`src/rtl/maze_path_tracker.sv`:
```
// maze_path_tracker: records the walker's start-to-goal paths into P slots,
// rejects duplicates, tracks the shortest stored path and offers a registered
// readback port.
//
// Optional build macro: MAZE_PATH_TRACKER_ADJ_CHECK_EN
//   defined   -> a step must be 4-neighbour adjacent to the previous step
//   undefined -> any in-grid step is accepted
//
// state       | meaning
// ST_RECORD   | accepting steps into slot[path_cnt]
// ST_COMPARE  | comparing the new path against stored slot cmp_idx
// ST_COMMIT   | storing the path (unique) or dropping it (duplicate)
// ST_FULL     | all slots used, no more steps until rst
module maze_path_tracker #(
    parameter int GRID_W = 10,
    parameter int GRID_H = 10,
    parameter int P      = 5,
    parameter int M      = 50,
    parameter int GOAL_X = GRID_W - 1,
    parameter int GOAL_Y = GRID_H - 1,
    localparam int XW    = $clog2(GRID_W),
    localparam int YW    = $clog2(GRID_H),
    localparam int CW    = $clog2(P + 1),
    localparam int LW    = $clog2(M + 1)
) (
    input  logic             clk,
    input  logic             rst,
    input  logic             step_valid,
    output logic             step_ready,
    input  logic [XW-1:0]    step_x,
    input  logic [YW-1:0]    step_y,
    input  logic             abort,
    output logic [LW-1:0]    cur_len,
    output logic [CW-1:0]    path_cnt,
    output logic             best_valid,
    output logic [LW-1:0]    best_len,
    output logic [CW-1:0]    best_idx,
    output logic             done_pulse,
    output logic             dup_pulse,
    output logic             err_pulse,
    output logic             full,
    input  logic [CW-1:0]    rd_idx,
    input  logic [LW-1:0]    rd_step,
    output logic [XW+YW-1:0] rd_data
);

    // Storage is sized to the full index range so every index is in bounds.
    localparam int PD = 1 << CW;
    localparam int MD = 1 << LW;

    localparam logic [XW:0]   GW_L = (XW+1)'(GRID_W);
    localparam logic [YW:0]   GH_L = (YW+1)'(GRID_H);
    localparam logic [XW-1:0] GX_L = XW'(GOAL_X);
    localparam logic [YW-1:0] GY_L = YW'(GOAL_Y);
    localparam logic [LW-1:0] M_L  = LW'(M);
    localparam logic [CW-1:0] P_L  = CW'(P);

    typedef enum logic [1:0] {ST_RECORD, ST_COMPARE, ST_COMMIT, ST_FULL} state_t;

    state_t state_q, state_d;

    logic [XW+YW-1:0] slot_mem [PD][MD];
    logic [LW-1:0]    len_mem  [PD];

    logic [CW-1:0] cmp_idx;
    logic          dup_q;
    logic          in_grid, adj_ok, step_ok, is_goal, at_max;
    logic          accept, wr_en, goal_hit, match, cmp_last;

    assign in_grid  = ({1'b0, step_x} < GW_L) && ({1'b0, step_y} < GH_L);
    assign step_ok  = in_grid && adj_ok;
    assign is_goal  = (step_x == GX_L) && (step_y == GY_L);
    assign at_max   = (cur_len == M_L);
    assign accept   = step_ready && step_valid && !abort && step_ok;
    assign wr_en    = accept && !at_max;
    assign goal_hit = wr_en && is_goal;
    assign cmp_last = ((cmp_idx + CW'(1)) == path_cnt);

`ifdef MAZE_PATH_TRACKER_ADJ_CHECK_EN
    logic [XW-1:0] prev_x;
    logic [YW-1:0] prev_y;
    logic          x_nb, y_nb;

    // Unsigned +/-1 neighbour test, widened by one bit so the top cell cannot wrap.
    assign x_nb = ({1'b0, step_x} == {1'b0, prev_x} + (XW+1)'(1)) ||
                  ({1'b0, prev_x} == {1'b0, step_x} + (XW+1)'(1));
    assign y_nb = ({1'b0, step_y} == {1'b0, prev_y} + (YW+1)'(1)) ||
                  ({1'b0, prev_y} == {1'b0, step_y} + (YW+1)'(1));
    assign adj_ok = (cur_len == '0) ||
                    (x_nb && (step_y == prev_y)) ||
                    (y_nb && (step_x == prev_x));

    // Remember the last written cell for the adjacency check.
    always_ff @(posedge clk) begin
        if (rst) begin
            prev_x <= '0;
            prev_y <= '0;
        end else if (wr_en) begin
            prev_x <= step_x;
            prev_y <= step_y;
        end
    end
`else
    assign adj_ok = 1'b1;
`endif

    // Path match: same length and every recorded step equal.
    always_comb begin
        match = (len_mem[cmp_idx] == cur_len);
        for (int i = 0; i < MD; i++) begin
            if ((LW'(i) < cur_len) &&
                (slot_mem[cmp_idx][LW'(i)] != slot_mem[path_cnt][LW'(i)]))
                match = 1'b0;
        end
    end

    // State register.
    always_ff @(posedge clk) begin
        if (rst) state_q <= ST_RECORD;
        else     state_q <= state_d;
    end

    // Next-state decode and step handshake.
    always_comb begin
        state_d    = state_q;
        step_ready = 1'b0;
        case (state_q)
            ST_RECORD: begin
                step_ready = 1'b1;
                if (goal_hit)
                    state_d = (path_cnt == '0) ? ST_COMMIT : ST_COMPARE;
            end
            ST_COMPARE: begin
                if (match || cmp_last)
                    state_d = ST_COMMIT;
            end
            ST_COMMIT: begin
                if (!dup_q && ((path_cnt + CW'(1)) == P_L))
                    state_d = ST_FULL;
                else
                    state_d = ST_RECORD;
            end
            ST_FULL: state_d = ST_FULL;
            default: state_d = ST_RECORD;
        endcase
    end

    // Path step and length storage; no reset needed, guarded by path_cnt/len on read.
    always_ff @(posedge clk) begin
        if (wr_en)
            slot_mem[path_cnt][cur_len] <= {step_x, step_y};
        if ((state_q == ST_COMMIT) && !dup_q)
            len_mem[path_cnt] <= cur_len;
    end

    // Counters, best-path tracking, pulses and sticky full flag.
    always_ff @(posedge clk) begin
        if (rst) begin
            cur_len    <= '0;
            path_cnt   <= '0;
            best_valid <= 1'b0;
            best_len   <= '0;
            best_idx   <= '0;
            done_pulse <= 1'b0;
            dup_pulse  <= 1'b0;
            err_pulse  <= 1'b0;
            full       <= 1'b0;
            cmp_idx    <= '0;
            dup_q      <= 1'b0;
        end else begin
            done_pulse <= 1'b0;
            dup_pulse  <= 1'b0;
            err_pulse  <= 1'b0;
            case (state_q)
                ST_RECORD: begin
                    cmp_idx <= '0;
                    dup_q   <= 1'b0;
                    if (abort) begin
                        cur_len <= '0;
                    end else if (step_valid) begin
                        if (!step_ok) begin
                            err_pulse <= 1'b1;
                        end else if (at_max) begin
                            cur_len   <= '0;
                            err_pulse <= 1'b1;
                        end else begin
                            cur_len <= cur_len + LW'(1);
                        end
                    end
                end
                ST_COMPARE: begin
                    if (match) dup_q <= 1'b1;
                    cmp_idx <= cmp_idx + CW'(1);
                end
                ST_COMMIT: begin
                    if (dup_q) begin
                        dup_pulse <= 1'b1;
                    end else begin
                        done_pulse <= 1'b1;
                        path_cnt   <= path_cnt + CW'(1);
                        if ((path_cnt + CW'(1)) == P_L) full <= 1'b1;
                        if (!best_valid || (cur_len < best_len)) begin
                            best_valid <= 1'b1;
                            best_len   <= cur_len;
                            best_idx   <= path_cnt;
                        end
                    end
                    cur_len <= '0;
                    dup_q   <= 1'b0;
                end
                default: ;
            endcase
        end
    end

    // Registered readback of stored steps; unused slots and steps read as zero.
    always_ff @(posedge clk) begin
        if (rst)
            rd_data <= '0;
        else if ((rd_idx < path_cnt) && (rd_step < len_mem[rd_idx]))
            rd_data <= slot_mem[rd_idx][rd_step];
        else
            rd_data <= '0;
    end

endmodule

```
`config.mk`:
```
export PLATFORM = sky130hd
export DESIGN_NAME = maze_path_tracker
export DESIGN_NICKNAME = d
export VERILOG_FILES = /design/src/rtl/maze_path_tracker.sv
export SDC_FILE = /design/constraint.sdc
export NUM_CORES = 2
export LEC_CHECK = 0
export CAP_MARGIN = 5
export CORE_UTILIZATION = 30
export CTS_CLUSTER_SIZE = 14
export DETAILED_ROUTE_END_ITERATION = 8
export SYNTH_ARGS = -nofsm -noshare
export SYNTH_HDL_FRONTEND = slang
export SYNTH_MEMORY_MAX_BITS = 65536
export SYNTH_SLANG_ARGS = --single-unit
```
`constraint.sdc`:
```
create_clock -name clk -period 5.2 [get_ports clk]
set_input_delay 1.04 -clock clk [delete_from_list [all_inputs] [get_ports clk]]
set_output_delay 1.04 -clock clk [all_outputs]
set_load 0.05 [all_outputs]
```
==> metrics.csv <==
stage,metric,value,unit
sta,worst_pin_slew,1.43,ns
setup_path,cp_max_fo,34,
min_path,hp-class,in -> reg,
clocking,cts_buffers,433,
clocking,cts_tree,done,
sta,fin_skew,0.109,ns
yosys,async_flop_share,0,
yosys,syn_nets,9457,
placed_design,placed_cell_area,0.212,mm²
setup_path,worstSetupEndpointType,flop,
setup_path,r2r_end,dup_q,
global_route,grt_max_degree,192,
clocking,ctsRootBufferMaster,clkbuf_16,
floorplanning,std_cell_rows,296,
clocking,hold_buffers,0,
route,wl_met2,277,mm
global_route,grt_pass1_vias,108460,
route,first_pass_iters,6,
layout,final_cell_area,0.227,mm²
yosys,synth_edf_count,4144,
route,wl_met1,227,mm
sta,slew_violations,0,
sta,setup_viol,0,
global_route,grt_usage,0.171,
sta,hold_viol_final,0,
setup_path,cp-start-kind,flop,
clocking,clock_latency,1.07,ns
layout,nets,10202,
setup_path,path_class,reg -> reg,
yosys,synth.avg_cell_area,20.8,µm²
clocking,cts_max_level,5,
route,wl,579,mm
route,vias,106309,
placed_design,routabilityCongestion,0.844,
min_path,holdPathStages,1,
setup_path,required,6.13,ns
setup_path,max_stage_delay,1.18,ns
floorplanning,pin_count,53,
pwr,pwr_density_cell,318,mW/mm²
sta,fin_setup_tns,0,ns
min_path,min_to,slot_mem[5][35],
route,drcViolationCount,0,
sta,rsz0062_at_grt,no,
yosys,synth.most_common_cell,edfxtp_1,
setup_path,cp_cell_sequence,and2_2 -> a221oi_1 -> xnor2_1 -> nor4_1 -> buf_4 -> a22oi_1 -> or4_1 -> a2111oi_2 -> nand4_1 -> o31ai_1 -> nor3b_2,
global_route,grt_pass1_wl,823,mm
yosys,yosys.area.top_type,edfxtp_1,
route,final_antenna_net_count,0,
yosys,syn_inst,9418,
global_route,grt_overflow,0,
pwr,ir_drop,0.346,mV
floorplanning,coreArea,0.650,mm²
placed_design,port_buffers,52,
clocking,cts_setup_buffers,0,
setup_path,crit_slowest_cell,and2_2,
yosys,synth_ff_type,edfxtp_1,
setup_path,arrival,5.88,ns
layout,drive_gt1_frac,0.381,
layout,area_delta_synth_final,16.0,%
clocking,clock-sinks,4187,
yosys,synth_commonest_cells,"4144 x edfxtp_1, 2351 x mux4_2, 599 x nor2_1",
status,outcome,"finished, final reports clean",
min_path,min-delay-start,step_y[3],
route,routedWlPerCell,30.2,µm
yosys,syn-cell-area,0.196,mm²
yosys,yosysWarnings,0,
setup_path,rrSetupSlack,0.26,ns
yosys,ys_ff_latch,4187,
sta,fin_crit_sh,0.950,
clocking,cts_resized,0,
route,drtIter0Drc,13865,
yosys,ys_top_cells_by_area,"edfxtp_1 64%, mux4_2 27%, mux2i_1 2.4%",
pwr,power,72.0,mW
clocking,cts_max_path_buffers,4,
sta,timing.final.crit_period,4.94,ns
sta,fmax,202,MHz
job,maxCapViolCount,0,
placed_design,hpwl,371,mm
setup_path,r2r_cells,11,
yosys,yosysTopAreaCellShare,0.637,
floorplanning,die_w,809,µm
global_route,antenna_found_initial,42,
yosys,synth.yosys.seq_area_share,0.641,
pwr,leakagePower,68.2,nW
floorplanning,die_y,809,µm
clocking,path_clk_slew,0.07,ns
route,highest_layer,met5,
route,viasPerCell,5.54,
yosys,synth.distinct_cells,58,
sta,slew_headroom,0.0444,
floorplanning,die_area,0.655,mm²
floorplanning,initial_core_util,0.301,
layout,fillers,59679,
route,met3_length,52.9,mm
[sequential cells by signal (all words and copies together) (netlist names), named ones only]
| register | flops |
|---|---|
| best_idx | 3 |
| best_len | 6 |
| best_valid | 1 |
| cmp_idx | 3 |
| cur_len | 6 |
| done_pulse | 1 |
| dup_pulse | 1 |
| dup_q | 1 |
| err_pulse | 1 |
| full | 1 |
| len_mem | 48 |
| path_cnt | 3 |
| rd_data | 8 |
| slot_mem | 4096 |
| state_q | 2 |
[cell families (layout without fill, tap and decap cells)]
family / Yosys count / in the layout / synth area share
DFF: 4187 / 4187 / 0.641
muxes: 2815 / 2815 / 0.295
and+or+nand+nor: 1279 / 1279 / 0.0281
buffers and inverters: 716 / 1836 / 0.0180
xor gates and xnor gates: 273 / 273 / 0.0122
AOI/OAI and AO/OA: 129 / 129 / 0.00492
adders and majority gates: 19 / 19 / 0.00120
other: 0 / 17 / 0
[through the flow]
step	setup slack [ns]	util	cells	hold WS, ns
finish	0.257	0.349	19197	0.277
global route	0.106	0.349	19184	0.251
CTS	0.390	0.349	19180	0.209
detailed placement	0.321	0.327	18370	0.508
global placement	0.117	0.327	18369	0.492
floorplan	0.957	-	9418	0.473
[per-layer routing]
metal,vias to the layer above,global-route usage
met5,-,0
met4,14,0.0603
met3,1021,0.0353
met2,5791,0.278
met1,57626,0.229
li1,41857,-
[final cells by class]
type / instances / area, µm² / area share
sequential: 4187 / 125000 / 0.553
antenna: 17 / 42.5 / 0.000188
inverter: 15 / 56.3 / 0.000248
tap: 8642 / 10800 / 0.0477
timing repair buffer: 1011 / 9400 / 0.0414
clock inverter: 281 / 2900 / 0.0128
clock buffer: 529 / 11400 / 0.0502
multi-input combinational: 4515 / 66800 / 0.295
[worst max-delay path: cells and delay by family, from the launching register on]
kind	cells	cell delay, ns
AND/OR/NAND/NOR	5	2.84
AO/OA/AOI/OAI	4	0.85
flip-flops	1	0.64
XOR/XNOR	1	0.23
buffers and inverters	1	0.22
[layout by cell type (no fill, tap or decap), types with 8 or more instances in the layout]
cell type | netlist | final
edfxtp_1 | 4144 | 4144
mux4_2 | 2351 | 2351
buf_4 | 99 | 831
nor2_1 | 599 | 591
mux2i_1 | 464 | 464
clkbuf_16 | 0 | 437
nand2_1 | 401 | 399
nand2b_1 | 159 | 159
xnor2_1 | 138 | 138
xor2_1 | 135 | 135
buf_12 | 1 | 129
clkinv_2 | 0 | 88
clkinv_1 | 1 | 81
clkbuf_1 | 301 | 81
nand4_1 | 44 | 44
bufinv_16 | 0 | 40
clkdlybuf4s50_1 | 0 | 36
dfxtp_1 | 43 | 35
a221oi_1 | 31 | 31
nor4_1 | 29 | 27
clkinvlp_4 | 0 | 26
a22o_1 | 22 | 22
o21ai_0 | 21 | 21
ha_1 | 18 | 18
diode_2 | 0 | 17
a21oi_1 | 16 | 16
inv_1 | 14 | 14
clkbuf_8 | 0 | 11
clkinv_4 | 0 | 11
buf_8 | 2 | 11
clkinv_16 | 0 | 10
nor2_2 | 0 | 8
a22oi_1 | 8 | 8
inv_16 | 0 | 8
inv_6 | 0 | 8
[report_power, final]
group          total (mW)  switching [mW]  internal [mW]  leakage, nW
logic                3.59            2.18           1.40         23.6
clock network        31.4            13.7           17.7         6.94
registers            37.1          0.0100           37.1         37.6
[worst max-delay path by stage]
stage	start	endpoint	slack, ns	cells past startpoint
global route	flop	dup_q	0.11	14
detailed placement	rd_idx[0]	rd_data[0]	0.32	10
finish	flop	dup_q	0.26	11
CTS	flop	dup_q	0.39	11
global placement	flop	dup_q	0.12	11
floorplan	rd_idx[0]	rd_data[0]	0.96	15
(Power assumes the default switching activity.)
